`src/rtl/avalon_vip_csr_if.sv`:
```
// Avalon-MM slave bus bundle for the VIP CSR block (word addressed, read latency 1).
interface avalon_vip_csr_if #(
  parameter int ADDR_W = 6
);
  logic [ADDR_W-1:0] as_address;
  logic              as_read;
  logic [31:0]       as_readdata;
  logic              as_write;
  logic [31:0]       as_writedata;

  modport master (output as_address, as_read, as_write, as_writedata, input as_readdata);
  modport slave  (input as_address, as_read, as_write, as_writedata, output as_readdata);
endinterface

```
`src/rtl/avalon_vip_csr.sv`:
```
// VIP pipeline control/status block: staged config applied at frame start, vsync
// synchronisers and W1C frame interrupts. Optional frame counter: AVALON_VIP_FRAME_CNT_EN.

// 2-FF synchroniser followed by a registered rising-edge detector.
module avalon_vip_csr_vsync_edge (
  input  logic clk,
  input  logic reset,
  input  logic d,
  output logic rise
);
  logic [2:0] sync_pipe;

  always_ff @(posedge clk or posedge reset) begin
    if (reset) begin
      sync_pipe <= '0;
      rise      <= 1'b0;
    end else begin
      sync_pipe <= {sync_pipe[1:0], d};
      rise      <= sync_pipe[1] & ~sync_pipe[2];
    end
  end
endmodule

module avalon_vip_csr #(
  parameter int                    NUM_EN      = 4,
  parameter logic [NUM_EN-1:0]     EN_RESET    = 4'hE,
  parameter int                    SCALE_BITS  = 4,
  parameter logic [SCALE_BITS-1:0] SCALE_RESET = SCALE_BITS'(1),
  parameter int                    ADDR_W      = 6
) (
  input  logic                  clk,
  input  logic                  reset,
  avalon_vip_csr_if.slave       csr,
  output logic                  irq,
  input  logic                  vsync_in,
  input  logic                  vsync_out,
  output logic                  module_reset,
  output logic [NUM_EN-1:0]     stage_en,
  output logic [SCALE_BITS-1:0] dscale_scale,
  output logic                  cfg_applied
);
  localparam logic [ADDR_W-1:0] A_RESET      = ADDR_W'(0);
  localparam logic [ADDR_W-1:0] A_TOP_EN     = ADDR_W'(1);
  localparam logic [ADDR_W-1:0] A_DSCALE     = ADDR_W'(2);
  localparam logic [ADDR_W-1:0] A_INT_STATUS = ADDR_W'(3);
  localparam logic [ADDR_W-1:0] A_INT_MASK   = ADDR_W'(4);
  localparam logic [ADDR_W-1:0] A_CTRL       = ADDR_W'(5);
  localparam logic [ADDR_W-1:0] A_FRAME_CNT  = ADDR_W'(6);

  logic [NUM_EN-1:0]     en_staged;
  logic [SCALE_BITS-1:0] sc_staged;
  logic [2:0]            int_status, int_mask, int_set, int_clr;
  logic                  commit_pending, auto_commit;
  logic [31:0]           readdata, rd_mux, frame_cnt_rd;
  logic                  fs_edge, fd_edge, apply;
  logic [1:0]            vs_raw, vs_rise;
  logic                  wr_reset, wr_top_en, wr_dscale, wr_int_status, wr_int_mask, wr_ctrl;
  logic                  unused_wdata;

  // bit 0: input vsync (frame start), bit 1: output vsync (frame done)
  assign vs_raw = {vsync_out, vsync_in};
  for (genvar g = 0; g < 2; g++) begin : g_vs
    avalon_vip_csr_vsync_edge u_edge (
      .clk  (clk),
      .reset(reset),
      .d    (vs_raw[g]),
      .rise (vs_rise[g])
    );
  end
  assign fs_edge = vs_rise[0];
  assign fd_edge = vs_rise[1];

  assign wr_reset      = csr.as_write && (csr.as_address == A_RESET);
  assign wr_top_en     = csr.as_write && (csr.as_address == A_TOP_EN);
  assign wr_dscale     = csr.as_write && (csr.as_address == A_DSCALE);
  assign wr_int_status = csr.as_write && (csr.as_address == A_INT_STATUS);
  assign wr_int_mask   = csr.as_write && (csr.as_address == A_INT_MASK);
  assign wr_ctrl       = csr.as_write && (csr.as_address == A_CTRL);
  assign unused_wdata  = ^csr.as_writedata;

  // The pipeline is idle while held in soft reset, so frame events are ignored then.
  assign apply   = fs_edge & (commit_pending | auto_commit) & ~module_reset;
  assign int_set = module_reset ? 3'b000 : {apply, fs_edge, fd_edge};
  assign int_clr = wr_int_status ? csr.as_writedata[2:0] : 3'b000;
  assign irq     = |(int_status & ~int_mask);

  always_ff @(posedge clk or posedge reset) begin
    if (reset) begin
      module_reset   <= 1'b1;
      en_staged      <= EN_RESET;
      stage_en       <= EN_RESET;
      sc_staged      <= SCALE_RESET;
      dscale_scale   <= SCALE_RESET;
      int_status     <= 3'b000;
      int_mask       <= 3'b111;
      commit_pending <= 1'b0;
      auto_commit    <= 1'b0;
      cfg_applied    <= 1'b0;
    end else begin
      if (wr_reset)    module_reset <= csr.as_writedata[0];
      if (wr_top_en)   en_staged    <= csr.as_writedata[NUM_EN-1:0];
      if (wr_dscale)   sc_staged    <= csr.as_writedata[SCALE_BITS-1:0];
      if (wr_int_mask) int_mask     <= csr.as_writedata[2:0];
      if (wr_ctrl)     auto_commit  <= csr.as_writedata[1];
      // hardware set beats a same-cycle W1C
      int_status <= (int_status & ~int_clr) | int_set;
      // a commit request landing on an applying edge is kept for the next frame
      if (wr_ctrl && csr.as_writedata[0]) commit_pending <= 1'b1;
      else if (apply)                     commit_pending <= 1'b0;
      cfg_applied <= apply;
      if (module_reset || apply) begin
        stage_en     <= en_staged;
        dscale_scale <= sc_staged;
      end
    end
  end

`ifdef AVALON_VIP_FRAME_CNT_EN
  logic [31:0] frame_cnt;
  logic        wr_frame_cnt;
  assign wr_frame_cnt = csr.as_write && (csr.as_address == A_FRAME_CNT);

  always_ff @(posedge clk or posedge reset) begin
    if (reset)             frame_cnt <= '0;
    else if (wr_frame_cnt) frame_cnt <= '0;
    else if (fd_edge)      frame_cnt <= frame_cnt + 32'd1;
  end
  assign frame_cnt_rd = frame_cnt;
`else
  assign frame_cnt_rd = '0;
`endif

  always_comb begin
    rd_mux = '0;
    case (csr.as_address)
      A_RESET:      rd_mux[0]              = module_reset;
      A_TOP_EN:     rd_mux[NUM_EN-1:0]     = en_staged;
      A_DSCALE:     rd_mux[SCALE_BITS-1:0] = sc_staged;
      A_INT_STATUS: rd_mux[2:0]            = int_status;
      A_INT_MASK:   rd_mux[2:0]            = int_mask;
      A_CTRL:       rd_mux[1:0]            = {auto_commit, commit_pending};
      A_FRAME_CNT:  rd_mux                 = frame_cnt_rd;
      default:      rd_mux                 = '0;
    endcase
  end

  // pre-write value is returned on a same-cycle read+write
  always_ff @(posedge clk or posedge reset) begin
    if (reset)            readdata <= '0;
    else if (csr.as_read) readdata <= rd_mux;
  end
  assign csr.as_readdata = readdata;
endmodule
```
`src/flat_wrapper.sv`:
```
// flat-port wrapper written by rule: the top's interface ports become plain ports
module avalon_vip_csr_flat 
#(
  parameter int                    NUM_EN      = 4,
  parameter logic [NUM_EN-1:0]     EN_RESET    = 4'hE,
  parameter int                    SCALE_BITS  = 4,
  parameter logic [SCALE_BITS-1:0] SCALE_RESET = SCALE_BITS'(1),
  parameter int                    ADDR_W      = 6
)
  (clk, reset, irq, vsync_in, vsync_out, module_reset, stage_en, dscale_scale, cfg_applied, csr_as_address, csr_as_read, csr_as_write, csr_as_writedata, csr_as_readdata);
  avalon_vip_csr_if #(.ADDR_W(ADDR_W)) csr_i ();
  input  logic clk;
  input  logic reset;
  output logic irq;
  input  logic vsync_in;
  input  logic vsync_out;
  output logic module_reset;
  output logic [NUM_EN-1:0] stage_en;
  output logic [SCALE_BITS-1:0] dscale_scale;
  output logic cfg_applied;
  input wire logic [$bits(csr_i.as_address)-1:0] csr_as_address;
  input wire logic [$bits(csr_i.as_read)-1:0] csr_as_read;
  input wire logic [$bits(csr_i.as_write)-1:0] csr_as_write;
  input wire logic [$bits(csr_i.as_writedata)-1:0] csr_as_writedata;
  output wire logic [$bits(csr_i.as_readdata)-1:0] csr_as_readdata;
  assign csr_i.as_address = csr_as_address;
  assign csr_i.as_read = csr_as_read;
  assign csr_i.as_write = csr_as_write;
  assign csr_i.as_writedata = csr_as_writedata;
  assign csr_as_readdata = csr_i.as_readdata;
  avalon_vip_csr #(.NUM_EN(NUM_EN), .EN_RESET(EN_RESET), .SCALE_BITS(SCALE_BITS), .SCALE_RESET(SCALE_RESET), .ADDR_W(ADDR_W)) u_core (.clk(clk), .reset(reset), .csr(csr_i), .irq(irq), .vsync_in(vsync_in), .vsync_out(vsync_out), .module_reset(module_reset), .stage_en(stage_en), .dscale_scale(dscale_scale), .cfg_applied(cfg_applied));
endmodule
```
`config.mk`:
```
export PLATFORM = sky130hd
export DESIGN_NAME = avalon_vip_csr_flat
export DESIGN_NICKNAME = d
export VERILOG_FILES = /design/src/rtl/avalon_vip_csr_if.sv /design/src/rtl/avalon_vip_csr.sv /design/src/flat_wrapper.sv
export SDC_FILE = /design/constraint.sdc
export NUM_CORES = 1
export LEC_CHECK = 0
export CAP_MARGIN = 25
export CORE_UTILIZATION = 30
export CTS_CLUSTER_SIZE = 14
export DETAILED_ROUTE_END_ITERATION = 8
export DONT_BUFFER_PORTS = 1
export PLACE_DENSITY = 0.54
export SETUP_SLACK_MARGIN = 0.5
export SLEW_MARGIN = 10
export SYNTH_ARGS = -nofsm -noshare
export SYNTH_HDL_FRONTEND = slang
export SYNTH_SLANG_ARGS = --single-unit
```
`constraint.sdc`:
```
create_clock -name clk -period 1.4 [get_ports clk]
set_input_delay 0.35 -clock clk [delete_from_list [all_inputs] [get_ports clk]]
set_output_delay 0.35 -clock clk [all_outputs]
set_load 0.1 [all_outputs]
```
==> impl_metrics.env <==
export IMPL_hold_viol_final=14
export IMPL_clk_pin_slew_worst_paths_ns=0.08
export IMPL_synth_cell_type_count=32
export IMPL_fin_ws_ns=-0.1869
export IMPL_area_delta_synth_final_pct=31.22
export IMPL_overflow=0
export IMPL_fin_skew_ns=0.007982
export IMPL_grt_pass1_vias=1055
export IMPL_fin_total_pwr_uw=3881
export IMPL_leakage_uw=0.001082
export IMPL_design_core_area_sq_um=5675
export IMPL_synth_top_family_by_area="multiplexers"
export IMPL_synth_fa_ha_area_share_pct=0
export IMPL_final_common_cell="conb_1"
export IMPL_worstSetupEndpointType="output port"
export IMPL_antenna_found_initial=0
export IMPL_synth_top_area_share_pct=35.76
export IMPL_crit_fanout=2
export IMPL_max_cap_violations=0
export IMPL_place_inst=225
export IMPL_min_period_ns=1.587
export IMPL_yosysWarnings=0
export IMPL_grt_pass1_wl_um=5658
export IMPL_root_buffer="clkbuf_8"
export IMPL_synthSimpleGateAreaFrac_pct=10.45
export IMPL_ios=87
export IMPL_multiInputGateArea_sq_um=947.2
export IMPL_die_height_um=79.87
export IMPL_grt_usage_pct=12.24
export IMPL_yosysSeqAreaShare_pct=53.09
export IMPL_dieWidth_um=79.87
export IMPL_cp_start_kind="flip-flop"
export IMPL_finalCritPeriodShare_pct=113.3
export IMPL_syn_avg_cell_area_sq_um=12.05
export IMPL_htree_num_levels=2
export IMPL_wl_per_cell_um=16.30
export IMPL_syn_inst=151
export IMPL_diodes=0
export IMPL_clkLatencyLatePin_ns=0.30
export IMPL_rsz0062_at_grt="yes"
export IMPL_ys_ff_latch=38
export IMPL_drc_errors=0
export IMPL_dp_hpwl_um=2719
export IMPL_rrSetupSlack_ns=0.02
export IMPL_timing_final_setup_violations=6
export IMPL_synth_area_sq_um=1819
export IMPL_hold_path_class="input port to asynchronous set/reset pin"
export IMPL_clockBufferDepth=2
export IMPL_start_util_pct=32.05
export IMPL_power_density_nw_per_um2=1626
export IMPL_ys_top_cells_by_area="dfrtp_1 (36%), dfstp_2 (17%), mux2_2 (15%)"
export IMPL_cts_tree="done"
export IMPL_nFillCells=528
export IMPL_die_area_sq_um=6379
export IMPL_peakVddDrop_mv=0.7997
export IMPL_viasPerCell=4.477
export IMPL_rows=27
export IMPL_synth_compound_area_share_pct=6.190
export IMPL_drtIter0Drc=35
export IMPL_layoutNonFillerInstCount=243
export IMPL_first_pass_iters=4
export IMPL_final_nets=214
export IMPL_vias=1088
export IMPL_seqCellArea_sq_um=1018
export IMPL_clock_sinks=38
export IMPL_port_buffers=0
export IMPL_required_ns=1.05
export IMPL_synth_xor_area_share_pct=0
export IMPL_muxShareOfSynthArea_pct=16.51
export IMPL_yosys_area_top_type="dfrtp_1"
export IMPL_critPathKind="flip-flop to output port"
export IMPL_antenna_left=0
export IMPL_status="finished, violations left"
export IMPL_numCtsBuffers=5
export IMPL_place_gp_congestion=0.7426
export IMPL_routed_wl_um=3961
export IMPL_violations="hold timing, setup timing"
export IMPL_mostFrequentLayoutCells="conb_1 (28), mux2_4 (21), dfrtp_1 (17)"
export IMPL_critPathArrivalTime_ns=1.24
export IMPL_holdWs_ns=-0.07593
export IMPL_slew_violations=0
export IMPL_drive_gt1_share_pct=53.80
export IMPL_fmax_mhz=630.2
export IMPL_grt_max_degree=21
-- critical path: stages, from the launching register on --
cell and delay (ns):
dfstp_2 0.54, nand2b_4 0.12, o221ai_4 0.10, buf_12 0.18
-- through the flow --
step	area [sq um]	setup slack (ns)	util (%)	TNS, ns
after floorplan	2128	-0.08428	-	-0.6495
after global placement	2041	-0.1666	35.96	-1.708
after detailed placement	2041	-0.1866	35.96	-1.937
after CTS	2282	-0.1949	40.21	-0.4612
after global routing	2387	-0.2219	42.06	-0.5811
final	2387	-0.1869	42.06	-0.4113
-- sequential cells by signal, indices dropped and copies added (netlist names) --
register and count:
u_core.g_vs.u_edge.sync_pipe 6, u_core.csr.as_readdata 4, u_core.dscale_scale 4, u_core.en_staged 4
u_core.sc_staged 4, u_core.stage_en 4, u_core.int_mask 3, u_core.int_status 3
u_core.g_vs.u_edge.rise 2, u_core.auto_commit 1, u_core.cfg_applied 1, u_core.commit_pending 1
u_core.module_reset 1
-- synth_stat cells --
library cell / number
buf_4: 28
dfrtp_1: 26
mux2_2: 24
dfstp_2: 12
nand2_1: 12
inv_1: 6
nor2b_1: 4
a22o_1: 3
mux2i_1: 3
nor2_1: 3
nor3_1: 3
a22oi_1: 2
and3_1: 2
buf_2: 2
nand3_1: 2
o21ai_0: 2
o221ai_1: 2
a21o_1: 1
a21oi_1: 1
a21oi_2: 1
a221o_1: 1
a31oi_1: 1
clkbuf_1: 1
conb_1: 1
nand2b_1: 1
nand3b_1: 1
nor3b_4: 1
nor4b_2: 1
o22ai_1: 1
or2_2: 1
or3_1: 1
or3_4: 1
-- routing by layer --
metal / vias to the layer above / track usage (%) / part of all wire (%)
li1: 499 / - / -
met1: 545 / 15.44 / 41
met2: 40 / 18.38 / 50
met3: 4 / 5.829 / 8.3
met4: 0 / 3.750 / 0.91
met5: - / 0 / 0
-- cells by family (layout without fill, tap and decap cells) --
logic type      Yosys count  after routing
mux                      27             27
compound gates           15             15
buf+inv                  37             30
other cells               1             28
simple gates             33             33
flops                    38             38
-- where the power goes --
group	internal, uW	total (uW)	switching [uW]
Clock	532	941	409
Sequential	1370	2080	716
Combinational	325	859	534
Total	2220	3880	1660
-- final timing paths --
kind / end / startpoint / depth (start not counted)
max: irq / u_core.int_mask[1]$_DFFE_PP1P_ / 3
min: u_core.g_vs[0].u_edge.sync_pipe[1]$_DFF_PP0_ / reset / 1
max reg2reg: u_core.csr.as_readdata[1]$_DFFE_PP0P_ / u_core.int_status[1]$_DFF_PP0_ / 5
min reg2reg: u_core.g_vs[0].u_edge.sync_pipe[1]$_DFF_PP0_ / u_core.g_vs[0].u_edge.sync_pipe[0]$_DFF_PP0_ / 0
max in group asynchronous: u_core.en_staged[1]$_DFFE_PP1P_ / reset / 2
min in group clk: u_core.g_vs[1].u_edge.sync_pipe[0]$_DFF_PP0_ / vsync_out / 0
-- final cells by class --
type	count	share of cell area [%]
flip-flops and latches	38	42.66
well taps	72	3.774
inverters	6	1.205
repair buffers	16	8.071
multi-input cells	103	39.68
clock buffers	6	3.040
clock inverters	2	1.572
-- repair_timing --
action,4_1_cts,5_1_grt
cloned,0,0
buffers inserted,5,5
pin swaps,8,14
setup endpoints to repair,42,45
endpoints found under the hold margin,14,14
resized for setup,23,13
Note: power is estimated with default switching activity, not from simulation.
